File: src/rtl/btn_conditioner.sv
// btn_conditioner: synchronises, debounces and decodes a raw push-button
// into a clean level plus press/release/long-press/auto-repeat pulses.
//
// Ports:
//   GCLK        in   system clock
//   rst         in   asynchronous reset, active-high
//   btn_in      in   raw button, asynchronous to GCLK
//   btn_level   out  debounced level
//   btn_press   out  1-cycle pulse on debounced 0->1
//   btn_release out  1-cycle pulse on debounced 1->0
//   btn_long    out  1-cycle pulse after LONG_CYCLES of hold
//   btn_repeat  out  1-cycle pulse every REPEAT_CYCLES after btn_long
module btn_conditioner #(
  parameter int unsigned DEBOUNCE_CYCLES = 1000000,
  parameter int unsigned LONG_CYCLES     = 100000000,
  parameter int unsigned REPEAT_CYCLES   = 25000000
) (
  input  logic GCLK,
  input  logic rst,
  input  logic btn_in,
  output logic btn_level,
  output logic btn_press,
  output logic btn_release,
  output logic btn_long,
  output logic btn_repeat
);

  localparam logic [31:0] DEB_LAST  = 32'(DEBOUNCE_CYCLES - 1);
  localparam logic [31:0] LONG_LAST = 32'(LONG_CYCLES - 1);
  localparam logic [31:0] REP_LAST  = 32'(REPEAT_CYCLES - 1);

  typedef enum logic [1:0] {
    IDLE,
    PRESSED,
    HELD
  } state_t;

  logic        s1;
  logic        s2;
  logic [31:0] deb_cnt;
  logic        differ;
  logic        deb_done;
  logic        rise;
  logic        fall;
  state_t      state;
  logic [31:0] hold_cnt;

  assign differ   = s2 != btn_level;
  assign deb_done = differ && (deb_cnt == DEB_LAST);
  // Level changes on the same edge these fire, so the hold FSM
  // tracks the new level without an extra cycle of lag.
  assign rise     = deb_done && s2;
  assign fall     = deb_done && !s2;

  always_ff @(posedge GCLK or posedge rst) begin
    if (rst) begin
      s1          <= 1'b0;
      s2          <= 1'b0;
      deb_cnt     <= '0;
      btn_level   <= 1'b0;
      btn_press   <= 1'b0;
      btn_release <= 1'b0;
    end else begin
      s1          <= btn_in;
      s2          <= s1;
      btn_press   <= rise;
      btn_release <= fall;
      if (!differ || deb_done) begin
        deb_cnt <= '0;
      end else begin
        deb_cnt <= deb_cnt + 32'd1;
      end
      if (deb_done) begin
        btn_level <= s2;
      end
    end
  end

  // Release takes priority over a coincident long/repeat terminal count.
  always_ff @(posedge GCLK or posedge rst) begin
    if (rst) begin
      state      <= IDLE;
      hold_cnt   <= '0;
      btn_long   <= 1'b0;
      btn_repeat <= 1'b0;
    end else begin
      btn_long   <= 1'b0;
      btn_repeat <= 1'b0;
      unique case (state)
        IDLE: begin
          hold_cnt <= '0;
          if (rise) begin
            state <= PRESSED;
          end
        end
        PRESSED: begin
          if (fall) begin
            state    <= IDLE;
            hold_cnt <= '0;
          end else if (hold_cnt == LONG_LAST) begin
            state    <= HELD;
            hold_cnt <= '0;
            btn_long <= 1'b1;
          end else begin
            hold_cnt <= hold_cnt + 32'd1;
          end
        end
        HELD: begin
          if (fall) begin
            state    <= IDLE;
            hold_cnt <= '0;
          end else if (hold_cnt == REP_LAST) begin
            hold_cnt   <= '0;
            btn_repeat <= 1'b1;
          end else begin
            hold_cnt <= hold_cnt + 32'd1;
          end
        end
        default: begin
          state    <= IDLE;
          hold_cnt <= '0;
        end
      endcase
    end
  end

endmodule

File: config.mk
export PLATFORM = sky130hd
export DESIGN_NAME = btn_conditioner
export DESIGN_NICKNAME = d
export VERILOG_FILES = /design/src/rtl/btn_conditioner.sv
export SDC_FILE = /design/constraint.sdc
export NUM_CORES = 1
export LEC_CHECK = 0
export BUFFER_PORTS_ARGS = -buffer_cell sky130_fd_sc_hd__buf_2
export CAP_MARGIN = 25
export CORE_MARGIN = 3
export CORE_UTILIZATION = 60
export DETAILED_ROUTE_END_ITERATION = 8
export HOLD_SLACK_MARGIN = 0.15
export PLACE_DENSITY = 0.74
export SKIP_CTS_REPAIR_TIMING = 1
export SYNTH_ARGS = -nofsm -noshare
export SYNTH_HDL_FRONTEND = slang
export SYNTH_SLANG_ARGS = --single-unit
File: constraint.sdc
create_clock -name GCLK -period 4.42 [get_ports GCLK]
set_clock_uncertainty 0.05 [all_clocks]
set_input_delay 1.105 -clock GCLK [delete_from_list [all_inputs] [get_ports GCLK]]
set_output_delay 1.105 -clock GCLK [all_outputs]
set_load 0.02 [all_outputs]
==> impl_metrics.yaml <==
run_status:
  status: "completed"
timing:
  final.min_clock_period_ns: 2.75
  number_of_pins_exceeding_their_max_slew_limit_in_the_final_report: 0
  worst_slew_margin_rel: 0.373
  timing.final.crit_share: 0.622
  grt_setup_unrepaired: "false"
  final_critical_path_setup_slack_ns: 1.67
  fmax_mhz: 364
  timing.final.setup_violations: 0
  totalNegativeSetupSlack_ns: 0
  max_slew.worst_pin.slew_ns: 0.932
  final-hold-violation-count: 0
die:
  floorplan.initialDensity: 0.641
  rows: 27
  core-area_mm2: 0.00568
  overall_die_height_um: 83.9
  die_width_um: 83.9
  design.die.area_mm2: 0.00703
  ios: 8
yosys:
  synth_area_leaders: "dfrtp_1, xor2_1, nor2_1"
  syn-instance-count: 373
  avgSynthCellArea_um2: 9.75
  yosys.cell_count.top_type: "nor2_1"
  synthDistinctLibCells: 36
  synth_top_cells_by_count: "nor2_1, dfrtp_1, xor2_1"
  ys_async_sr_fraction: 1.00
  number_of_enable_type_register_cells_in_the_synthesized_netlist: 0
  synthDominantCellAreaShare: 0.502
  yosys.area.top_type: "dfrtp_1"
  synth_warnings: 0
  synthesized_net_count: 381
  synth_flop_cell: "dfrtp_1"
  netlist_area_mm2: 0.00364
  synth-seq-cells: 73
  seq_area_frac_synth: 0.502
worst_setup_path:
  worst-endpoint-required_ns: 4.58
  cp-start-kind: "flop"
  signal_arrival_time_at_the_worst_endpoint_ns: 2.91
  critical_path_class: "flop to flop"
  crit_slowest_cell: "or4_1"
  crit_path_end_kind: "flop"
  worst_path_largest_cell_delay_ns: 0.70
  crit_path_max_fanout: 32
  cp_cell_sequence: "nor4_1 -> nand4_1 -> or4_1 -> nor3b_4 -> nand3b_4 -> nor2_1"
run:
  cap_viol_max_count: 0
cts:
  htree_levels: 3
  clock-root-buffer: "clkbuf_8"
  total_clock_buffers_created_by_cts: 9
  cts.reportedPaths.clkPinSlew_ns: 0.07
  clock_tree_from_tritoncts: "built"
  cts_sinks: 73
  clkLatencyLatePin_ns: 0.35
  clk_buf_depth: 2
detailed_routing:
  post_drt_wl_per_cell_um: 14.9
  drt-initial-drc-count: 216
  route.final.wire_length_um: 6860
  antenna_left: 0
  vias: 2677
  firstDrtPassIters: 4
  drc: 0
  route.detailed.vias_per_inst: 5.81
place:
  gp_congestion: 0.807
  dp_cells: 445
  dpl.hpwl_um: 4560
  dp_worst_setup_slack_ns: 1.65
  port-buffer-count: 7
  placedInstanceArea_mm2: 0.00372
global_route:
  antenna_found_initial: 0
  grt.total_usage: 0.213
  grt_pass1_vias: 2539
  overflow: 0
  grt_start_max_net_pins: 54
  grt_pass1_wl_um: 12000
layout:
  n_antenna_cell: 0
  layout.cells.non_filler: 461
  layout.nets: 393
  final_cell_area_mm2: 0.00395
  num-fill-cells: 430
  sequential_cell_area_mm2: 0.00183
  post_route_cells_drive_above_1_share: 0.0720
  area_growth_syn_to_layout_pct: 8.70
  multiInputGateArea_mm2: 0.00173
worst_hold_path:
  min_path_type: "flop to flop"
pwr:
  power.ir.vdd_worst_mv: 0.194
  power.leakage_nw: 1.68
  power.density_cell_area_mw_per_mm2: 321
layer usage:
| layer | vias up | share of wire | track usage |
|---|---|---|---|
| met5 | - | 0 | 0 |
| met4 | 0 | 0.018 | 0.102 |
| met3 | 12 | 0.055 | 0.0415 |
| met2 | 72 | 0.44 | 0.299 |
| met1 | 1290 | 0.48 | 0.316 |
| li1 | 1303 | - | - |
cells in the final DEF, fill, tap and decap left out, types with 2 or more instances in the layout:
cell	synthesis	layout
a21oi_1	3	3
and2_1	2	2
and3_1	10	10
and4_1	7	7
buf_2	1	7
bufinv_16	0	2
clkbuf_1	4	2
clkbuf_8	0	10
dfrtp_1	73	73
ha_1	5	5
inv_1	7	6
nand2_1	32	32
nand2b_1	2	2
nand3_1	24	24
nand4_1	20	20
nor2_1	75	75
nor2b_1	5	5
nor3_1	9	9
nor4_1	8	8
nor4b_1	2	2
o21ai_0	4	4
o41ai_1	2	2
or3_1	4	4
xnor2_1	23	23
xor2_1	36	36
kinds of logic (layout without fill, tap and decap cells):
group	Yosys count	in the layout	synth area share
AOI/OAI and AO/OA	12	12	0.0206
xor gates and xnor gates	59	59	0.142
adders and majority gates	5	5	0.0172
buffers and inverters	15	31	0.0220
DFF	73	73	0.502
muxes	1	1	0.00310
and+or+nand+nor	208	208	0.293
flip-flops by register name, indices dropped and copies added (netlist names):
name / cells
btn_level: 1
btn_long: 1
btn_press: 1
btn_release: 1
btn_repeat: 1
deb_cnt: 32
hold_cnt: 32
s1: 1
s2: 1
state: 2
worst max-delay path, delay by kind of cell (launching register included):
family	cells	cell delay (ns)
and+or+nand+nor	6	2.16
DFF	1	0.40
report_power, final:
part / leakage [nW] / internal [W] / switching [W]
Clock: 0.106 / 0.000330 / 0.000236
Combinational: 0.562 / 0.00000647 / 0.0000201
Sequential: 1.01 / 0.000671 / 0.00000430
Total: 1.68 / 0.00101 / 0.000260
cell type report:
class,instances,share of cell area
inverters,7,0.00665
repair buffers,9,0.0177
clock buffers,12,0.0367
flip-flops and latches,73,0.462
multi-input cells,285,0.438
well taps,72,0.0228
clock inverters,3,0.0165
path summary, 6_finish.rpt:
kind,start,end,slack [ns],cells after the start
setup / recovery,deb_cnt[25]$_DFF_PP0_,hold_cnt[19]$_DFF_PP0_,1.67,6
hold / removal,s1$_DFF_PP0_,s2$_DFF_PP0_,0.31,0
setup reg to reg,deb_cnt[25]$_DFF_PP0_,hold_cnt[19]$_DFF_PP0_,1.67,6
hold reg to reg,s1$_DFF_PP0_,s2$_DFF_PP0_,0.31,0
max in group asynchronous,rst,deb_cnt[31]$_DFF_PP0_,2.60,3
min in group asynchronous,rst,s1$_DFF_PP0_,0.70,2
per-stage QoR:
| step | utilization | power (W) | hold WS (ns) |
|---|---|---|---|
| after detailed placement | 0.655 | 0.000713 | 0.293 |
| after global placement | 0.655 | 0.000712 | 0.301 |
| after floorplan | - | 0.000704 | 0.281 |
| after CTS | 0.692 | 0.00128 | 0.311 |
| after global routing | 0.697 | 0.00131 | 0.323 |
| final | 0.697 | 0.00127 | 0.308 |
Power figures use the tool's default switching activity.
